--- src/rtl/ecies_cipher_serializer_if.sv ---
// Output stream bundle of the ECIES cipher serializer: data word, valid/ready
// handshake and first/last frame markers.
interface ecies_cipher_serializer_if #(
  parameter int word_width = 32
);
  logic [word_width-1:0] out_data;
  logic                  out_valid;
  logic                  out_ready;
  logic                  out_first;
  logic                  out_last;

  modport master (
    output out_data,
    output out_valid,
    output out_first,
    output out_last,
    input  out_ready
  );

  modport slave (
    input  out_data,
    input  out_valid,
    input  out_first,
    input  out_last,
    output out_ready
  );
endinterface

--- src/rtl/ecies_cipher_serializer.sv ---
// Captures the ECIES ciphertext bundle {Rx, Ry, msg, tag} on the rising edge of
// cipher_done and streams it as one header word plus MSB-first payload words.
module ecies_cipher_serializer #(
  parameter int message_width = 32,
  parameter int integer_size  = 64,
  parameter int hashed_width  = 512,
  parameter int word_width    = 32
) (
  input  logic clk,
  input  logic rst,
  input  logic cipher_done,
  input  logic [message_width+2*integer_size+hashed_width-1:0] full_cipher,
  ecies_cipher_serializer_if.master out_if,
  output logic busy,
  output logic frame_done,
  output logic overrun,
  input  logic clear_err
);

  localparam int CIPHER_W  = message_width + 2*integer_size + hashed_width;
  localparam int NUM_WORDS = (CIPHER_W + word_width - 1) / word_width;
  localparam int SR_W      = NUM_WORDS * word_width;
  localparam int PAD_W     = SR_W - CIPHER_W;
  localparam int CNT_W     = $clog2(NUM_WORDS + 1);

  localparam logic [15:0]           BYTE_CNT = 16'(SR_W / 8);
  localparam logic [CNT_W-1:0]      LAST_IDX = CNT_W'(NUM_WORDS - 1);
  localparam logic [word_width-1:0] HDR_WORD = word_width'({16'hEC1E, BYTE_CNT});

  typedef enum logic [1:0] {S_IDLE, S_HEADER, S_DATA} state_t;

  // Left-justify the bundle so the short final word carries zeros in its LSBs.
  function automatic logic [SR_W-1:0] align_msb(input logic [CIPHER_W-1:0] b);
    return SR_W'(b) << PAD_W;
  endfunction

  state_t            state_q, state_d;
  logic [CNT_W-1:0]  cnt_q, cnt_d;
  logic [SR_W-1:0]   sr_q, sr_d;
  logic              cipher_done_q;
  logic              frame_done_q, frame_done_d;
  logic              overrun_q, overrun_d;
  logic              start;
  logic              xfer;
  logic              valid_w;
  logic [word_width-1:0] out_data_w;

  always_comb begin
    start        = cipher_done & ~cipher_done_q;
    valid_w      = (state_q != S_IDLE);
    xfer         = valid_w & out_if.out_ready;
    state_d      = state_q;
    cnt_d        = cnt_q;
    sr_d         = sr_q;
    frame_done_d = 1'b0;

    // Set has priority over clear so a completion dropped in the clearing cycle is not lost.
    overrun_d = overrun_q;
    if (clear_err)                   overrun_d = 1'b0;
    if (start && state_q != S_IDLE)  overrun_d = 1'b1;

    case (state_q)
      S_IDLE: begin
        if (start) begin
          sr_d    = align_msb(full_cipher);
          cnt_d   = '0;
          state_d = S_HEADER;
        end
      end
      S_HEADER: begin
        if (xfer) state_d = S_DATA;
      end
      S_DATA: begin
        if (xfer) begin
          sr_d  = sr_q << word_width;
          cnt_d = cnt_q + CNT_W'(1);
          if (cnt_q == LAST_IDX) begin
            state_d      = S_IDLE;
            frame_done_d = 1'b1;
          end
        end
      end
      default: state_d = S_IDLE;
    endcase
  end

  always_comb begin
    out_data_w = '0;
    case (state_q)
      S_HEADER: out_data_w = HDR_WORD;
      S_DATA:   out_data_w = sr_q[SR_W-1 -: word_width];
      default:  out_data_w = '0;
    endcase
  end

  // ---- control register stage ----
  always_ff @(posedge clk) begin
    if (rst) begin
      state_q       <= S_IDLE;
      cnt_q         <= '0;
      cipher_done_q <= 1'b0;
      frame_done_q  <= 1'b0;
      overrun_q     <= 1'b0;
    end else begin
      state_q       <= state_d;
      cnt_q         <= cnt_d;
      cipher_done_q <= cipher_done;
      frame_done_q  <= frame_done_d;
      overrun_q     <= overrun_d;
    end
  end

  // ---- payload register stage ----
  always_ff @(posedge clk) begin
    sr_q <= sr_d;
  end

  assign out_if.out_data  = out_data_w;
  assign out_if.out_valid = valid_w;
  assign out_if.out_first = (state_q == S_HEADER);
  assign out_if.out_last  = (state_q == S_DATA) && (cnt_q == LAST_IDX);
  assign busy             = valid_w;
  assign frame_done       = frame_done_q;
  assign overrun          = overrun_q;

endmodule

--- src/flat_wrapper.sv ---
// flat-port wrapper written by rule: the top's interface ports become plain ports
module ecies_cipher_serializer_flat 
#(
  parameter int message_width = 32,
  parameter int integer_size  = 64,
  parameter int hashed_width  = 512,
  parameter int word_width    = 32
)
  (clk, rst, cipher_done, full_cipher, busy, frame_done, overrun, clear_err, out_if_out_data, out_if_out_valid, out_if_out_first, out_if_out_last, out_if_out_ready);
  ecies_cipher_serializer_if #(.word_width(word_width)) out_if_i ();
  input  logic clk;
  input  logic rst;
  input  logic cipher_done;
  input  logic [message_width+2*integer_size+hashed_width-1:0] full_cipher;
  output logic busy;
  output logic frame_done;
  output logic overrun;
  input  logic clear_err;
  output wire logic [$bits(out_if_i.out_data)-1:0] out_if_out_data;
  output wire logic [$bits(out_if_i.out_valid)-1:0] out_if_out_valid;
  output wire logic [$bits(out_if_i.out_first)-1:0] out_if_out_first;
  output wire logic [$bits(out_if_i.out_last)-1:0] out_if_out_last;
  input wire logic [$bits(out_if_i.out_ready)-1:0] out_if_out_ready;
  assign out_if_out_data = out_if_i.out_data;
  assign out_if_out_valid = out_if_i.out_valid;
  assign out_if_out_first = out_if_i.out_first;
  assign out_if_out_last = out_if_i.out_last;
  assign out_if_i.out_ready = out_if_out_ready;
  ecies_cipher_serializer #(.message_width(message_width), .integer_size(integer_size), .hashed_width(hashed_width), .word_width(word_width)) u_core (.clk(clk), .rst(rst), .cipher_done(cipher_done), .full_cipher(full_cipher), .out_if(out_if_i), .busy(busy), .frame_done(frame_done), .overrun(overrun), .clear_err(clear_err));
endmodule
--- config.mk ---
export PLATFORM = sky130hd
export DESIGN_NAME = ecies_cipher_serializer_flat
export DESIGN_NICKNAME = d
export VERILOG_FILES = /design/src/rtl/ecies_cipher_serializer_if.sv /design/src/rtl/ecies_cipher_serializer.sv /design/src/flat_wrapper.sv
export SDC_FILE = /design/constraint.sdc
export NUM_CORES = 1
export LEC_CHECK = 0
export CAP_MARGIN = 20
export CORE_AREA = 10 10 267 269
export CTS_CLUSTER_SIZE = 24
export DETAILED_ROUTE_END_ITERATION = 10
export DIE_AREA = 0 0 277 279
export GPL_TIMING_DRIVEN = 0
export PLACE_DENSITY = 0.75
export SLEW_MARGIN = 5
export SYNTH_ARGS = -nofsm -noshare
export SYNTH_HDL_FRONTEND = slang
export SYNTH_SLANG_ARGS = --single-unit
--- constraint.sdc ---
create_clock -name clk -period 32 [get_ports clk]
set_input_delay 6.4 -clock clk [delete_from_list [all_inputs] [get_ports clk]]
set_output_delay 6.4 -clock clk [all_outputs]
set_load 0.05 [all_outputs]
==> run_results.csv, run 1 <==
group,metric,value,unit
status,outcome,"completed",
route,drc,0,
floorplan,die_h,279,um
cells_and_area,fin_nets,3015,
synthesis,syn_area,29000,um^2
place,dp_hpwl,69.1,mm
clock_network,cts_root_buf,"clkbuf_16",
worst_setup_path,worstSetupPathType,"reg2out",
synthesis,async_flop_share,0,
hold_path,worstHoldStart,"u_core.cnt_q[4]",
synthesis,synth_top_family_by_area,"multiplexers",
clock_network,ctsResizeCount,0,
route,avgRoutedWirePerCell,27.0,um
floorplan,dieWidth,277,um
global_routing,grt_use_met1,0.224,
global_routing,grt_pass1_vias,18400,
global_routing,grt_usage,0.221,
sta,fmax,102,MHz
cells_and_area,multi_input_area,8030,um^2
sta,drv_slew,0,
synthesis,synthMuxAreaShare,0.250,
route,drt_iter0_markers,1242,
clock_network,htreeDepth,3,
route,ant_nets,0,
global_routing,antenna_found_initial,52,
sta,setup_tns,0,ns
sta,rsz0062_at_grt,"no",
sta,slew_headroom,0.370,
sta,min_period,9.83,ns
synthesis,yosys.cell_types.count,30,
worst_setup_path,end_kind,"primary output",
clock_network,cts_tree,"yes",
floorplan,initial_core_util,0.442,
clock_network,postCtsSetupRepairBufs,0,
global_routing,grt_pass1_wl,125,mm
synthesis,synth_compound_area_frac,0.00501,
synthesis,synth_xor_area_frac,0,
synthesis,syn_inst,1534,
synthesis,yosys_warnings,0,
floorplan,rows,94,
sta,hold_viol,0,
synthesis,avgSynthCellArea,18.9,um^2
place,place_area,37500,um^2
global_routing,grtUsageMet2,0.409,
clock_network,cts_buffers,73,
hold_path,hold_path.class,"reg2reg",
floorplan,die-area,77300,um^2
place,io_buffers,714,
worst_setup_path,worstPathArrival,3.43,ns
synthesis,syn-num-nets,2216,
route,drt_wl_total,88.3,mm
cells_and_area,ff_latch_area,20400,um^2
sta,skew,0.0201,ns
global_routing,busiest_layer,"met2",
clock_network,clockBufferDepth,3,
clock_network,cts.sinks,682,
global_routing,grt.overflow.total,0,
worst_setup_path,rr_startpoint,"u_core.state_q[0]",
cells_and_area,fin_util,0.608,
cells_and_area,design_area,39900,um^2
synthesis,synth_seq_cells,682,
synthesis,synth_edf_count,672,
sta,tightest_slew,0.944,ns
cells_and_area,finalNonFillerCells,3273,
pwr,p_per_area,58.5,nW/um^2
worst_setup_path,crit_start,"u_core.state_q[0]",
sta,period_share,0.307,
route,viasPerCell,5.10,
route,dr.pass1.iters,5,
worst_setup_path,start_kind,"flip-flop",
cells_and_area,area_delta_synth_final,37.6,%
cells_and_area,drive_above_1_share,0.350,
synthesis,synthAdderAreaFrac,0.00216,
synthesis,synthFlopType,"edfxtp_1",
floorplan,coreArea,65600,um^2
place,gp_congestion,0.905,
worst_setup_path,cp.required,25.60,ns
global_routing,grt.met3_usage,0.0911,
floorplan,num_io_pins,715,
clock_network,holdBufCountCts,0,
flow_run,cap_violations,0,
cells_and_area,fill_cells,4738,
place,place_inst,3122,
route,via_count,16700,
pwr,vdd_drop_max,0.0341,mV
worst_setup_path,worstPathMaxFanout,11,
synthesis,ys_seq_area_frac,0.703,
global_routing,grt_max_degree,71,
pwr,p_total,0.00233,W
synthesis,yosys.area_share.simple,0.0200,
sta,setup-violations-final,0,
clock_network,cts.reportedPaths.clkPinSlew,0.06,ns
pwr,power_leakage,13.5,nW
clock_network,insertion_delay,0.61,ns
[registers in the layout, indices dropped and copies added, names as in the netlist]
| register | cells |
|---|---|
| u_core.sr_q | 672 |
| u_core.cnt_q | 5 |
| u_core.state_q | 2 |
| u_core.cipher_done_q | 1 |
| u_core.frame_done | 1 |
| u_core.overrun | 1 |
[cell usage in the layout (no fill, tap or decap), types with 7 or more instances in the layout]
cell,netlist,routed
and2_1,21,21
clkinv_1,0,17
clkdlybuf4s50_1,0,714
a21oi_1,16,16
edfxtp_1,672,672
buf_2,23,23
nand3_1,7,7
clkbuf_1,7,18
dfxtp_1,10,10
buf_16,0,10
clkinv_2,0,15
mux2_2,640,640
diode_2,0,18
nor2b_1,46,46
clkbuf_16,0,76
inv_1,9,9
buf_4,52,52
[metal layers]
layer  vias to the layer above  routed length [um]
li1                       7603                   -
met1                      8221               30400
met2                       671               46900
met3                       153                8530
met4                        54                2020
met5                         -                 358
[power by group]
part	switching [W]	internal (W)
clock network	0.000350	0.000481
registers	0.0000283	0.00113
logic	0.000161	0.000180
[synth_stat cells, types with 3 or more instances]
| cell | number | area (um^2) |
|---|---|---|
| mux2i_1 | 3 | 30.0 |
| nor2b_1 | 46 | 288 |
| inv_1 | 9 | 33.8 |
| clkbuf_1 | 7 | 26.3 |
| a21oi_1 | 16 | 80.1 |
| mux2_2 | 640 | 7210 |
| and2_1 | 21 | 131 |
| nand2b_1 | 3 | 18.8 |
| ha_1 | 5 | 62.6 |
| edfxtp_1 | 672 | 20200 |
| buf_2 | 23 | 115 |
| nand3_1 | 7 | 35.0 |
| dfxtp_1 | 10 | 200 |
| buf_4 | 52 | 390 |
| nand3b_1 | 3 | 22.5 |
[kinds of logic (layout without fill, tap and decap cells)]
group	count (synthesis)	in the layout
AO/OA/AOI/OAI	23	23
adder cells (fa/ha/maj)	5	5
buffers and inverters	92	949
flip-flops	682	682
multiplexers	643	643
other	0	18
AND/OR/NAND/NOR	89	89
[critical path: stages (launching register included)]
cell and delay [ns]:
dfxtp_1 0.32, inv_1 0.11, ha_1 0.17, buf_6 0.14, buf_4 0.27, clkbuf_1 0.74, and2_1 0.25, clkdlybuf4s50_1 0.81
[path summary, 6_finish.rpt]
path         cells after the start  slack (ns)                  to
max                              7       22.17  out_if_out_data[7]
min reg2reg                      2        0.51     u_core.cnt_q[4]
max reg2reg                     10       28.15     u_core.sr_q[10]
min                              2        0.51     u_core.cnt_q[4]
[through the flow]
stage               hold slack, ns  worst slack [ns]
floorplan                    0.463              9.68
global placement             0.480              3.05
detailed placement           0.499             22.18
CTS                          0.509             22.14
global route                 0.539             22.03
finish                       0.506             22.17
[cell type report]
| type | instances | area share |
|---|---|---|
| inverters | 9 | 0.000847 |
| plain buffers | 83 | 0.0136 |
| well taps | 864 | 0.0271 |
| clock inverters | 44 | 0.00957 |
| clock buffers | 89 | 0.0494 |
| repair buffers | 724 | 0.186 |
| diodes | 18 | 0.00113 |
| multi-input cells | 760 | 0.201 |
| flip-flops and latches | 682 | 0.511 |
(Power assumes the default switching activity.)
==> inputs of run 2 (changes only) <==
clock period = 10.3 ns   (was 32 ns; I/O delays follow)
==> run_results.csv, run 2 (synthesized netlist as in run 1, its figures left out) <==
group,metric,value,unit
hold_path,hold_path.class,"reg2reg",
pwr,p_comb_frac,0.144,
sta,slew_headroom,0.368,
route,via_count,16800,
route,drc,0,
global_routing,grt_pass1_vias,18400,
floorplan,rows,94,
place,place_ws,5.31,ns
pwr,vdd_drop_max,0.227,mV
sta,skew,0.0315,ns
clock_network,holdBufCountCts,0,
pwr,pwr-share-clk,0.355,
worst_setup_path,start_kind,"flip-flop",
cells_and_area,drive_above_1_share,0.348,
worst_setup_path,r2r_setup_slack,6.90,ns
pwr,p_total,0.00721,W
floorplan,dieWidth,277,um
sta,timing.hold.ws,0.523,ns
sta,tightest_slew,0.949,ns
clock_network,cts.sinks,682,
place,io_buffers,714,
cells_and_area,layout_commonest_cell,"clkdlybuf4s50_1",
pwr,p_per_area,181,nW/um^2
cells_and_area,area_delta_synth_final,37.3,%
cells_and_area,regMostFlops,"u_core.sr_q",
floorplan,coreArea,65600,um^2
cells_and_area,layout_common_cells,"clkdlybuf4s50_1, edfxtp_1, mux2_2",
worst_setup_path,cp_top_family,"buffers and inverters",
floorplan,die_h,279,um
clock_network,clockBufferDepth,3,
pwr,seqPwrFrac,0.501,
worst_setup_path,worstSetupPathType,"reg2out",
sta,setup-violations-final,0,
worst_setup_path,worstPathMaxFanout,10,
status,outcome,"completed",
worst_setup_path,worstPathArrival,3.41,ns
pwr,p_switching,0.00167,W
cells_and_area,fin_nets,3011,
sta,min_period,5.47,ns
place,dp_hpwl,68.8,mm
worst_setup_path,path_buf_inv,5,
global_routing,grt_usage,0.221,
global_routing,grt_max_degree,115,
sta,setup_tns,0,ns
worst_setup_path,crit_chain,"inv_1 -> ha_1 -> buf_6 -> buf_4 -> clkbuf_1 -> and2_1 -> clkdlybuf4s50_1",
route,ant_nets,0,
cells_and_area,reg.largest.list,"u_core.sr_q x672, u_core.cnt_q x5, u_core.state_q x2",
route,viasPerCell,5.13,
worst_setup_path,end_kind,"primary output",
sta,rsz0062_at_grt,"no",
route,drt_wl_total,88.3,mm
clock_network,cts_root_buf,"clkbuf_16",
global_routing,grt.overflow.total,0,
floorplan,num_io_pins,715,
place,gp_congestion,0.877,
pwr,intPower,0.00554,W
sta,drv_slew,0,
clock_network,postCtsSetupRepairBufs,0,
sta,hold_viol,0,
floorplan,die-area,77300,um^2
clock_network,ctsResizeCount,0,
clock_network,cts_buffers,73,
clock_network,cts_tree,"yes",
sta,period_share,0.531,
cells_and_area,fill_cells,4772,
floorplan,initial_core_util,0.442,
flow_run,cap_violations,0,
worst_setup_path,cp_slowest_stage_delay,0.81,ns
route,avgRoutedWirePerCell,26.9,um
clock_network,cts.reportedPaths.clkPinSlew,0.06,ns
worst_setup_path,slowest_stage,"clkdlybuf4s50_1",
sta,fin_ws,4.83,ns
clock_network,insertion_delay,0.61,ns
clock_network,htreeDepth,3,
global_routing,antenna_found_initial,62,
pwr,power_leakage,13.5,nW
route,dr.pass1.iters,4,
sta,fmax,183,MHz
pwr,switching_share,0.232,
global_routing,grt_pass1_wl,125,mm
cells_and_area,largest_reg_flops,672,
worst_setup_path,cp.required,8.24,ns
route,drt_iter0_markers,1293,
-- run 2: cell types whose count changed in the layout (fill, tap and decap cells not counted), sizes merged --
cell and change:
clkinvlp +2, diode +10, clkinv -4, buf -4
-- run 2: power by group through the flow --
stage	Clock (W)	Sequential [W]	Combinational (W)
floorplan	0	0.00371	0.000560
global route	0.00272	0.00364	0.00111
finish	0.00256	0.00361	0.00104
global placement	0	0.00378	0.000986
CTS	0.00261	0.00361	0.00105
detailed placement	0	0.00367	0.00104
-- run 2: worst register-to-register path, stage by stage, from the launching register on --
cell      delay (ns)
dfxtp_1         0.31
inv_1           0.11
ha_1            0.18
buf_6           0.14
buf_2           0.34
nand3b_2        0.30
nand2_8         0.61
buf_16          0.49
buf_16          0.46
-- run 2: cell type report --
| cell class | instances | area, um^2 | share of cell area |
|---|---|---|---|
| Buffer | 83 | 543 | 0.0136 |
| Multi-Input combinational cell | 760 | 8040 | 0.202 |
| Antenna cell | 28 | 70.1 | 0.00176 |
| Clock buffer | 89 | 1930 | 0.0485 |
| Inverter | 9 | 33.8 | 0.000849 |
| Timing Repair Buffer | 720 | 7310 | 0.184 |
| Tap cell | 864 | 1080 | 0.0272 |
| Sequential cell | 682 | 20400 | 0.512 |
| Clock inverter | 42 | 398 | 0.0100 |
-- run 2: path summary, 6_finish.rpt --
| path | startpoint | endpoint | depth (start not counted) |
|---|---|---|---|
| worst max-delay path | u_core.state_q[0] | out_if_out_data[7] | 7 |
| worst min-delay path | u_core.cnt_q[3] | u_core.cnt_q[3] | 2 |
| worst max register to register | u_core.state_q[0] | u_core.sr_q[460] | 8 |
| worst min register to register | u_core.cnt_q[3] | u_core.cnt_q[3] | 2 |
-- run 2: layer usage --
| metal | vias up | global-route usage | part of all wire |
|---|---|---|---|
| met5 | - | 0 | 0.0048 |
| met4 | 62 | 0.0590 | 0.020 |
| met3 | 169 | 0.107 | 0.11 |
| met2 | 698 | 0.401 | 0.53 |
| met1 | 8251 | 0.223 | 0.34 |
| li1 | 7630 | - | - |
-- run 2: stage by stage --
stage	area, um^2	utilization	cells
2_1_floorplan	29000	-	1534
3_3_place_gp	37200	0.567	3112
3_5_place_dp	37400	0.570	3118
4_1_cts	39700	0.605	3249
5_1_grt	39800	0.606	3265
6_report	39800	0.606	3277
==> inputs of run 3 (changes only) <==
CORE_AREA = 10 10 273 275   (was 10 10 267 269)
DIE_AREA = 0 0 283 285   (was 0 0 277 279)
clock period = 4.4 ns   (was 10.3 ns; I/O delays follow)
==> run_results.csv, run 3 (synthesized netlist as in run 1, its figures left out) <==
group,metric,value,unit
pwr,p_per_area,428,nW/um^2
sta,fin_ws,0.182,ns
cells_and_area,ff_latch_area,20400,um^2
cells_and_area,multi_input_area,8050,um^2
floorplan,die_h,285,um
global_routing,grt_pass1_wl,125,mm
global_routing,grt.met3_usage,0.105,
floorplan,coreArea,69300,um^2
sta,slew_headroom,0.488,
pwr,vdd_drop_max,0.347,mV
clock_network,htreeDepth,3,
global_routing,grt_use_met1,0.213,
sta,rsz0062_at_grt,"no",
cells_and_area,reg.largest.list,"u_core.sr_q x672, u_core.cnt_q x5, u_core.state_q x2",
worst_setup_path,worstPathMaxFanout,10,
route,drt_iter0_markers,1215,
place,gp_congestion,0.926,
cells_and_area,largest_reg_flops,672,
hold_path,hold_path.class,"reg2reg",
sta,timing.hold.ws,0.516,ns
clock_network,postCtsSetupRepairBufs,0,
worst_setup_path,end_kind,"primary output",
hold_path,whs_endpoint,"u_core.cnt_q[3]",
worst_setup_path,crit_chain,"inv_1 -> ha_1 -> buf_6 -> buf_2 -> clkbuf_1 -> inv_1 -> nor2_1 -> clkdlybuf4s50_1",
worst_setup_path,cp_top_family,"buffers and inverters",
worst_setup_path,rr_startpoint,"u_core.state_q[0]",
place,place_ws,-0.137,ns
floorplan,initial_core_util,0.418,
route,drt_wl_total,88.7,mm
global_routing,grt_pass1_vias,18700,
floorplan,die-area,80700,um^2
flow_run,cap_violations,0,
route,via_count,16700,
global_routing,grtUsageMet2,0.373,
global_routing,grt.overflow.total,0,
worst_setup_path,slowest_stage,"clkdlybuf4s50_1",
cells_and_area,regMostFlops,"u_core.sr_q",
clock_network,insertion_delay,0.62,ns
route,drc,0,
sta,drv_slew,0,
floorplan,rows,97,
sta,skew,0.0258,ns
cells_and_area,area_delta_synth_final,38.0,%
sta,hold_viol,0,
clock_network,cts_tree,"yes",
cells_and_area,fin_nets,3012,
route,ant_nets,0,
sta,period_share,0.959,
clock_network,cts_buffers,75,
sta,fmax,237,MHz
worst_setup_path,rr_endpoint,"u_core.sr_q[153]",
global_routing,busiest_layer,"met2",
hold_path,worstHoldStart,"u_core.cnt_q[3]",
floorplan,num_io_pins,715,
route,viasPerCell,4.97,
clock_network,clockBufferDepth,3,
sta,min_period,4.22,ns
worst_setup_path,path_buf_inv,6,
global_routing,grt_usage,0.213,
worst_setup_path,crit_top_cell,"inv_1",
floorplan,dieWidth,283,um
worst_setup_path,worstPathArrival,3.34,ns
global_routing,antenna_found_initial,73,
worst_setup_path,cp_slowest_stage_delay,0.87,ns
worst_setup_path,start_kind,"flip-flop",
route,dr.pass1.iters,9,
clock_network,cts.reportedPaths.clkPinSlew,0.06,ns
worst_setup_path,r2r_setup_slack,0.32,ns
sta,tightest_slew,0.767,ns
worst_setup_path,worst-r2r-cell-count,9,
clock_network,cts_root_buf,"clkbuf_16",
global_routing,grt_max_degree,119,
sta,setup-violations-final,0,
place,dp_hpwl,68.2,mm
cells_and_area,layout_common_cells,"clkdlybuf4s50_1, edfxtp_1, mux2_2",
status,outcome,"completed",
cells_and_area,fill_cells,5229,
clock_network,holdBufCountCts,0,
route,avgRoutedWirePerCell,26.4,um
cells_and_area,drive_above_1_share,0.349,
clock_network,cts.sinks,682,
worst_setup_path,worstSetupPathType,"reg2out",
place,io_buffers,714,
hold_path,whs_path_depth,2,
worst_setup_path,cp.required,3.52,ns
cells_and_area,layout_commonest_cell,"clkdlybuf4s50_1",
pwr,power_leakage,13.5,nW
run 3: cell count changes in the layout (fill, tap and decap cells not counted), moves of 2 or more:
cell / previous run / this run
diode_2: 28 / 36
clkinvlp_4: 4 / 1
clkinv_8: 2 / 0
bufinv_16: 5 / 7
inv_6: 1 / 3
clkbuf_1: 21 / 18
clkinv_1: 14 / 18
inv_16: 1 / 3
run 3: layer usage:
layer  vias to the layer above  share of wire
li1                       7619              -
met3                       211           0.11
met5                         -         0.0049
met2                       733           0.51
met4                        64          0.036
met1                      8102           0.34
run 3: worst max-delay path by stage:
stage | start | to | slack [ns] | cells after the start
final | u_core.state_q[0] | out_if_out_last | 0.18 | 8
after global routing | u_core.state_q[0] | out_if_out_last | 0.03 | 8
after CTS | u_core.state_q[0] | out_if_out_last | 0.06 | 8
after detailed placement | cipher_done | u_core.sr_q[153] | -0.14 | 7
after global placement | cipher_done | u_core.sr_q[247] | -1.52 | 4
after floorplan | cipher_done | u_core.sr_q[0] | 0.18 | 3
run 3: worst register-to-register path, delay by kind of cell, from the launching register on:
kind,cells,cell delay (ns)
fa+ha+maj,1,0.19
buf+inv,6,2.25
flops,1,0.31
simple gates,2,0.88
run 3: repair_timing:
action | CTS | global route
pin swaps | 0 | 1
hold endpoints to repair | 0 | 0
gates resized for setup | 0 | 1
cloned | 0 | 1
endpoints found under the setup margin | 1 | 108
run 3: power breakdown:
group | internal (W) | leakage (nW) | switching (W) | total, W
clock network | 0.00361 | 1.19 | 0.00260 | 0.00622
registers | 0.00825 | 6.44 | 0.000201 | 0.00845
logic | 0.00127 | 5.88 | 0.00118 | 0.00244
run 3: metrics by stage:
step	utilization	power [W]	TNS [ns]	std cells	area, um^2
2_1_floorplan	-	0.00991	0	1534	29000
3_3_place_gp	0.539	0.0111	-959.78	3188	37300
3_5_place_dp	0.541	0.0110	-13.58	3193	37500
4_1_cts	0.575	0.0173	0	3327	39900
5_1_grt	0.576	0.0178	0	3351	40000
6_report	0.577	0.0171	0	3364	40000
run 3: layout make-up:
type,count,share of cell area
diodes,36,0.00225
plain buffers,82,0.0135
clock buffers,88,0.0487
clock inverters,47,0.0120
inverters,9,0.000845
multi-input cells,761,0.201
flip-flops and latches,682,0.510
well taps,940,0.0294
repair buffers,719,0.182
